<file path="config.mk">
export PLATFORM = sky130hd
export DESIGN_NAME = clk_divider_prog_flat
export DESIGN_NICKNAME = d
export VERILOG_FILES = /design/src/rtl/clk_divider_prog_if.sv /design/src/rtl/clk_divider_prog.sv /design/src/flat_wrapper.sv
export SDC_FILE = /design/constraint.sdc
export NUM_CORES = 1
export LEC_CHECK = 0
export ABC_AREA = 1
export BUFFER_PORTS_ARGS = -buffer_cell sky130_fd_sc_hd__buf_2
export CAP_MARGIN = 20
export CORE_UTILIZATION = 57
export CTS_BUF_LIST = sky130_fd_sc_hd__clkbuf_4 sky130_fd_sc_hd__clkbuf_8
export DETAILED_ROUTE_END_ITERATION = 10
export PLACE_DENSITY = 0.81
export SETUP_SLACK_MARGIN = 0.02
export SLEW_MARGIN = 5
export SYNTH_ARGS = -nofsm -noshare
export SYNTH_HDL_FRONTEND = slang
export SYNTH_SLANG_ARGS = --single-unit
export TNS_END_PERCENT = 5
</file>
<file path="constraint.sdc">
create_clock -name clk -period 7.3 [get_ports clk]
set_clock_uncertainty 0.1 [all_clocks]
set_input_delay 1.46 -clock clk [delete_from_list [all_inputs] [get_ports clk]]
set_output_delay 1.46 -clock clk [all_outputs]
set_load 0.02 [all_outputs]
</file>
<file path="src/rtl/clk_divider_prog_if.sv">
// Control and output bundle for clk_divider_prog: run/sync controls, ratio writes,
// per-channel pending flags and the divided clocks with their tick pulses.
interface clk_divider_prog_if #(
    parameter int NUM_CH = 2,
    parameter int CNT_W  = 8
);
    logic              en;
    logic              sync;
    logic              cfg_wr;
    logic [2:0]        cfg_ch;
    logic [CNT_W-1:0]  cfg_div;
    logic [NUM_CH-1:0] pend;
    logic [NUM_CH-1:0] clk_out;
    logic [NUM_CH-1:0] tick;

    modport master (
        output en, sync, cfg_wr, cfg_ch, cfg_div,
        input  pend, clk_out, tick
    );

    modport slave (
        input  en, sync, cfg_wr, cfg_ch, cfg_div,
        output pend, clk_out, tick
    );
endinterface

</file>
<file path="src/rtl/clk_divider_prog.sv">
// Programmable multi-channel clock divider with ratio updates applied at period boundaries.
// Optional ODD_DUTY50_EN adds a negedge flop per channel for exact 50% duty on odd ratios.
module clk_divider_prog #(
    parameter int NUM_CH  = 2,
    parameter int CNT_W   = 8,
    parameter int RST_DIV = 4
) (
    input  logic              clk,
    input  logic              resetn,
    clk_divider_prog_if.slave bus
);

    logic [NUM_CH-1:0] pend_v;
    logic [NUM_CH-1:0] clk_v;
    logic [NUM_CH-1:0] tick_v;

    for (genvar c = 0; c < NUM_CH; c++) begin : g_ch
        logic [CNT_W-1:0] act_div;
        logic [CNT_W-1:0] pend_div;
        logic [CNT_W-1:0] cnt;
        logic             pend_r;
        logic             pos_hi;
        logic             tick_r;

        logic             wr_hit;
        logic             stopped;
        logic             wrap;
        logic             apply;
        logic             run_nxt;
        logic             pos_hi_nxt;
        logic             tick_nxt;
        logic [CNT_W-1:0] n_cur;
        logic [CNT_W-1:0] act_nxt;
        logic [CNT_W-1:0] n_new;
        logic [CNT_W-1:0] cnt_nxt;

        // A stopped channel treats every edge as a boundary so a pending ratio starts it at once;
        // outputs are computed from the ratio in force after this edge, so the apply edge uses the new N.
        always_comb begin
            wr_hit     = bus.cfg_wr && (bus.cfg_ch == 3'(c));
            n_cur      = (act_div == CNT_W'(1)) ? CNT_W'(2) : act_div;
            stopped    = (act_div == '0);
            wrap       = stopped || bus.sync || (cnt == n_cur - CNT_W'(1));
            apply      = wrap && pend_r;
            act_nxt    = apply ? pend_div : act_div;
            n_new      = (act_nxt == CNT_W'(1)) ? CNT_W'(2) : act_nxt;
            cnt_nxt    = wrap ? '0 : cnt + CNT_W'(1);
            run_nxt    = (act_nxt != '0);
            pos_hi_nxt = run_nxt && (cnt_nxt < (n_new >> 1));
            tick_nxt   = run_nxt && (cnt_nxt == '0);
        end

        // A write landing on the apply edge re-arms pending after the old value is consumed.
        always_ff @(posedge clk or negedge resetn) begin
            if (!resetn) begin
                act_div  <= CNT_W'(RST_DIV);
                pend_div <= CNT_W'(RST_DIV);
                cnt      <= CNT_W'(RST_DIV - 1);
                pend_r   <= 1'b0;
                pos_hi   <= 1'b0;
                tick_r   <= 1'b0;
            end else begin
                if (bus.en) begin
                    act_div <= act_nxt;
                    cnt     <= cnt_nxt;
                    pos_hi  <= pos_hi_nxt;
                    tick_r  <= tick_nxt;
                    if (apply) begin
                        pend_r <= 1'b0;
                    end
                end else begin
                    tick_r <= 1'b0;
                end
                if (wr_hit) begin
                    pend_div <= bus.cfg_div;
                    pend_r   <= 1'b1;
                end
            end
        end

`ifdef ODD_DUTY50_EN
        logic neg_hi;

        // Half-cycle-delayed copy of the high phase, only for odd ratios.
        always_ff @(negedge clk or negedge resetn) begin
            if (!resetn) begin
                neg_hi <= 1'b0;
            end else begin
                neg_hi <= pos_hi & n_cur[0];
            end
        end

        assign clk_v[c] = pos_hi | neg_hi;
`else
        assign clk_v[c] = pos_hi;
`endif

        assign pend_v[c] = pend_r;
        assign tick_v[c] = tick_r;
    end

    assign bus.pend    = pend_v;
    assign bus.clk_out = clk_v;
    assign bus.tick    = tick_v;

endmodule

</file>
<file path="src/flat_wrapper.sv">
// flat-port wrapper written by rule: the top's interface ports become plain ports
module clk_divider_prog_flat 
#(
    parameter int NUM_CH  = 2,
    parameter int CNT_W   = 8,
    parameter int RST_DIV = 4
)
  (clk, resetn, bus_en, bus_sync, bus_cfg_wr, bus_cfg_ch, bus_cfg_div, bus_pend, bus_clk_out, bus_tick);
  clk_divider_prog_if #(.NUM_CH(NUM_CH), .CNT_W(CNT_W)) bus_i ();
  input  logic clk;
  input  logic resetn;
  input wire logic [$bits(bus_i.en)-1:0] bus_en;
  input wire logic [$bits(bus_i.sync)-1:0] bus_sync;
  input wire logic [$bits(bus_i.cfg_wr)-1:0] bus_cfg_wr;
  input wire logic [$bits(bus_i.cfg_ch)-1:0] bus_cfg_ch;
  input wire logic [$bits(bus_i.cfg_div)-1:0] bus_cfg_div;
  output wire logic [$bits(bus_i.pend)-1:0] bus_pend;
  output wire logic [$bits(bus_i.clk_out)-1:0] bus_clk_out;
  output wire logic [$bits(bus_i.tick)-1:0] bus_tick;
  assign bus_i.en = bus_en;
  assign bus_i.sync = bus_sync;
  assign bus_i.cfg_wr = bus_cfg_wr;
  assign bus_i.cfg_ch = bus_cfg_ch;
  assign bus_i.cfg_div = bus_cfg_div;
  assign bus_pend = bus_i.pend;
  assign bus_clk_out = bus_i.clk_out;
  assign bus_tick = bus_i.tick;
  clk_divider_prog #(.NUM_CH(NUM_CH), .CNT_W(CNT_W), .RST_DIV(RST_DIV)) u_core (.clk(clk), .resetn(resetn), .bus(bus_i));
endmodule
</file>
# After elaboration in Yosys (flattened, before gate mapping)
# Index checks and enable logic that the tools add are counted.
[totals]
wordCells = 66
input_bits = 16
regBits = 54
out_inout_bits = 6
[op_classes]
n_addsub = 4
n_eq_ne = 7
n_mux = 16
magnitude_cmp = 2
n_reduce_logical = 25
[ops]
columns = ["operator", "count"]
rows = [
  ["2-to-1 mux 8 bit", 8],
  ["equality test 8 x 1 -> 1 bit (second input constant)", 4],
  ["zero test 8 bit", 4],
  ["adder 8 x 1 -> 8 bit (second input constant)", 2],
  ["equality test 8 bit", 2],
  ["< comparator 8 x 7 -> 1 bit", 2],
  ["nonzero test 8 bit", 2],
  ["subtractor 8 x 1 -> 8 bit (second input constant)", 2],
  ["logical AND 1 bit", 8],
  ["2-to-1 mux 1 bit", 8],
  ["nonzero test 2 bit", 4],
  ["logical OR 1 bit", 4],
  ["AND reduction 2 bit", 2],
  ["equality test 3 x 1 -> 1 bit (second input constant)", 1],
  ["zero test 3 bit", 1],
]

# Logic depth before layout (Yosys ltp)
[depth]
ltp_word = 11
mapped_depth = 28
depth_no_buf = 28

# Least setup slack after synthesis
# OpenSTA, ideal clock, no wires.
[synth_path]
path_kind = "input -> register"
startpoint = "input bus_sync"
endpoint = "register u_core.g_ch[0].pos_hi"
t_required_ns = 7.135
arrival_ns = 2.858
setup_time_ns = 0.065
path_buffers = 1
stages = 10
setup_slack_ns = 4.277
path_cell_list = "a31oi_1 -> nand2_4 -> buf_12 -> nor3_1 -> ha_1 -> a21oi_1 -> o21ai_0 -> a21oi_1 -> nand2_1 -> nand2_1"
[synth_via]
elab_cells_between_ends = 10
classes_between = "order compare: 1; eq/ne: 1; mux: 3; reduce/logical: 5"
[synth_rtl]
columns = ["element", "line_no", "rtl"]
rows = [
  ["start, declared", "flat_wrapper.sv:13", "input wire logic [$bits(bus_i.sync)-1:0] bus_sync;"],
  ["logical OR 1 bit (2 in series)", "clk_divider_prog.sv:43", "wrap = stopped || bus.sync || (cnt == n_cur - CNT_W'(1));"],
  ["2-to-1 mux 8 bit", "clk_divider_prog.sv:47", "cnt_nxt = wrap ? '0 : cnt + CNT_W'(1);"],
  ["named net u_core.g_ch[0].cnt_nxt[5]", "clk_divider_prog.sv:35", "logic [CNT_W-1:0] cnt_nxt;"],
  ["< comparator 8 x 7 -> 1 bit", "clk_divider_prog.sv:49", "pos_hi_nxt = run_nxt && (cnt_nxt < (n_new >> 1));"],
  ["logical AND 1 bit", "clk_divider_prog.sv:49", ""],
  ["end signal, assigned", "clk_divider_prog.sv:66", "pos_hi <= pos_hi_nxt;"],
  ["end, declared", "clk_divider_prog.sv:22", "logic pos_hi;"],
]
# The timed path passes the listed nets, and every way through them passes these cells.
# A chain may end at the register's enable or synchronous reset.

# Worst setup path after layout
[layout_path]
startpoint = "register u_core.g_ch[1].act_div[0]"
endpoint = "register u_core.g_ch[1].pos_hi"
[layout_via]
elab_chain_cells = 11
elab_cells_between_ends = 15
classes_between = "add/sub: 1; order compare: 1; eq/ne: 3; mux: 4; reduce/logical: 6"
[layout_rtl]
columns = ["element", "line_no", "rtl"]
rows = [
  ["start, declared", "clk_divider_prog.sv:18", "logic [CNT_W-1:0] act_div;"],
  ["start signal, assigned", "clk_divider_prog.sv:56", "act_div <= CNT_W'(RST_DIV);"],
  ["start signal, assigned", "clk_divider_prog.sv:64", "act_div <= act_nxt;"],
  ["equality test 8 x 1 -> 1 bit", "clk_divider_prog.sv:41", "n_cur = (act_div == CNT_W'(1)) ? CNT_W'(2) : act_div;"],
  ["2-to-1 mux 8 bit", "clk_divider_prog.sv:41", ""],
  ["subtractor 8 x 1 -> 8 bit", "clk_divider_prog.sv:43", ""],
  ["equality test 8 bit", "clk_divider_prog.sv:43", ""],
  ["logical OR 1 bit", "clk_divider_prog.sv:43", ""],
  ["logical AND 1 bit", "clk_divider_prog.sv:44", "apply = wrap && pend_r;"],
  ["2-to-1 mux 8 bit", "clk_divider_prog.sv:45", "act_nxt = apply ? pend_div : act_div;"],
  ["equality test 8 x 1 -> 1 bit", "clk_divider_prog.sv:46", "n_new = (act_nxt == CNT_W'(1)) ? CNT_W'(2) : act_nxt;"],
  ["2-to-1 mux 8 bit", "clk_divider_prog.sv:46", ""],
  ["< comparator 8 x 7 -> 1 bit", "clk_divider_prog.sv:49", ""],
  ["logical AND 1 bit *", "clk_divider_prog.sv:49", ""],
  ["end signal, assigned", "clk_divider_prog.sv:66", ""],
  ["end, declared", "clk_divider_prog.sv:22", ""],
]
# Every way passes the cells marked *; elsewhere a longest branch is shown, timed or not.

==> impl_metrics.ini <==
[outcome]
status = finished, final reports clean

[power]
power.internal_mw = 0.655
total_leakage_power_nw = 2.08
combPwrFrac_pct = 45.6
power_density_nw_per_um2 = 288
switching_share_pct = 42.9
peakVddDrop_mv = 0.163
p_seq_share_pct = 38.0
p_sw_mw = 0.491
clkPwrFrac_pct = 16.5

[sta]
fmax_mhz = 328
hold_viol = 0
finalSetupViolations = 0
final.setup.tns_ns = 0
rsz0062_at_grt = false
post-route-period-util_pct = 41.7
tightest_slew_ns = 0.655
slew_viol_final = 0
max_slew_margin_pct = 56.3
hold_slack_ns = 0.382
min_period_ns = 3.05

[synthesis]
synthTopCellsByArea = dfrtp_1, nand2_1, o21ai_0
synth_seq_cells = 54
synth-main-ff-cell = dfrtp_1
netlist-cell-type-count = 35
syn_inst = 519
syn_nets = 555
ys_seq_area_share_pct = 36.0
avgSynthCellArea_um2 = 7.28
synth_edf_count = 0
yosysTopAreaCellShare_pct = 30.5
syn-cell-area_um2 = 3780
yosysTopAreaCell = dfrtp_1
async_flop_share_pct = 100
synth_warnings = 0

[cells_and_area]
final_cell_area_um2 = 3980
stdcell_count = 608
finalNetCount = 566
num_antenna_cells = 0
drive_above_1_share_pct = 14.5
fillers = 558
finish.utilization_pct = 62.3
final_common_cell = nand2_1
ff_latch_area_um2 = 1360
syn_to_final_growth_pct = 5.23
final_cell_mix = nand2_1, inv_1, o21ai_0, dfrtp_1, nor2_1
multi_input_area_um2 = 2030

[critical_path]
cp-end-kind = register
start_kind = register
path_class = reg -> reg
cp.required_ns = 7.40
crit_arrival_ns = 3.15
critPathMaxFanout = 13

[floorplanning]
die-area_um2 = 6960
start_util_pct = 59.2
ioPinCount = 22
die_w_um = 83.4
core-area_um2 = 6390
rows = 29
die_h_um = 83.4

[clock_network]
ctsHoldBuffers = 0
clk_path_buf_depth = 2
cts_root_buf = clkbuf_8
path_clk_slew_ns = 0.10
cts_made_buffers = 5
cts_resized = 0
cts_setup_buffers = 0
numClockSinks = 54
clkLatencyLatePin_ns = 0.31
htreeDepth = 2
cts_tree = yes

[detailed_routing]
wirelength_mm = 7.97
vias = 3188
first_pass_iters = 5
detail_route.wl_per_cell_um = 13.1
dr.first_iter.drc_count = 355
via_per_inst = 5.24
drcViolationCount = 0
ant_nets = 0

[place]
port_buffers = 21
dpl_cell_area_um2 = 3870
post-dp-hpwl_mm = 6.20
gp_congestion = 0.985
dp.cells = 600

[run]
maxCapViolCount = 0

[global_routing]
grt_max_degree = 55
grt-ovfl-total = 0
antenna_found_initial = 0
grt_pass1_wl_mm = 13.8
grt_pass1_vias = 2924
grt_usage_pct = 24.7

[worst_hold_path]
hold_path.class = reg -> reg
## cell usage after synthesis (3+ instances only)
cell	number
buf_4	7
nor2_1	31
nand2_4	5
dfstp_2	8
nand3_1	19
xnor2_1	6
nand3b_1	11
o21ai_1	3
clkbuf_1	6
nor4_1	3
o21ai_0	53
dfrtp_1	46
nor3_1	8
ha_1	20
nand4_1	4
nor2_2	7
nand2_1	156
nand2_2	11
inv_2	6
inv_1	63
xor2_1	14
a21oi_1	13
## worst max-delay path, stage by stage, from the launching register on
cell	delay [ns]
dfrtp_1	0.44
inv_1	0.16
ha_1	0.20
inv_1	0.07
nor2_1	0.13
nand3_1	0.10
xor2_1	0.15
nand2_1	0.07
nor2_1	0.11
nand2_1	0.07
nand2_2	0.24
nand2_2	0.19
o21ai_1	0.29
nor2_1	0.10
nand2_1	0.07
nand2_1	0.05
nand2_1	0.06
nand2_1	0.04
nand2_1	0.05
nand2_1	0.05
nand2_1	0.05
nand2_1	0.04
nand2_1	0.05
nand2_1	0.05
## area by class of cell
class / instances / area share (%)
Clock buffer: 8 / 2.77
Timing Repair Buffer: 23 / 3.02
Sequential cell: 54 / 34.2
Multi-Input combinational cell: 377 / 51.1
Inverter: 69 / 6.51
Tap cell: 77 / 2.42
## power groups by stage
stage | sequential, mW | combinational [mW] | clock (mW)
global placement | 0.438 | 0.501 | 0
CTS | 0.434 | 0.520 | 0.196
floorplan | 0.419 | 0.434 | 0
detailed placement | 0.440 | 0.517 | 0
global route | 0.444 | 0.597 | 0.203
finish | 0.435 | 0.522 | 0.189
## per-layer routing
layer	share of wire (%)	track usage, %	vias to the layer above
met1	50	37.2	1441
met4	0.68	5.08	0
li1	-	-	1656
met3	4.5	3.18	5
met5	0	0	-
met2	45	38.5	86
## worst paths after layout
kind                                            start                    endpoint  slack [ns]  cells after the start
hold / removal             u_core.g_ch[1].pend_div[6]  u_core.g_ch[1].pend_div[6]        0.38                      2
setup / recovery            u_core.g_ch[1].act_div[0]       u_core.g_ch[1].pos_hi        4.25                     23
setup reg to reg            u_core.g_ch[1].act_div[0]       u_core.g_ch[1].pos_hi        4.25                     23
min in group asynchronous                      resetn       u_core.g_ch[1].cnt[6]        1.15                      2
max in group asynchronous                      resetn       u_core.g_ch[0].cnt[7]        5.50                      2
hold reg to reg            u_core.g_ch[1].pend_div[6]  u_core.g_ch[1].pend_div[6]        0.38                      2
## registers in the layout, summed over array words and instances (netlist names)
name / count
u_core.g_ch.tick_r: 2
u_core.g_ch.pend_div: 16
u_core.g_ch.pos_hi: 2
u_core.g_ch.pend_r: 2
u_core.g_ch.act_div: 16
u_core.g_ch.cnt: 16
## kinds of logic (layout without fill, tap and decap cells)
family,count (synthesis),in the layout,share of synthesized area [%]
buffers and inverters,88,100,10.3
and+or+nand+nor,264,264,32.6
DFF,54,54,36.0
AOI/OAI and AO/OA,73,73,9.86
xor gates and xnor gates,20,20,4.63
adders and majority gates,20,20,6.62
## per-stage QoR
| stage | setup WS (ns) | total power, mW |
|---|---|---|
| final | 4.25 | 1.15 |
| after global routing | 3.95 | 1.24 |
| after CTS | 4.29 | 1.15 |
| after detailed placement | 3.99 | 0.957 |
| after global placement | 4.03 | 0.939 |
| after floorplan | 4.28 | 0.853 |
(Power assumes the default switching activity.)
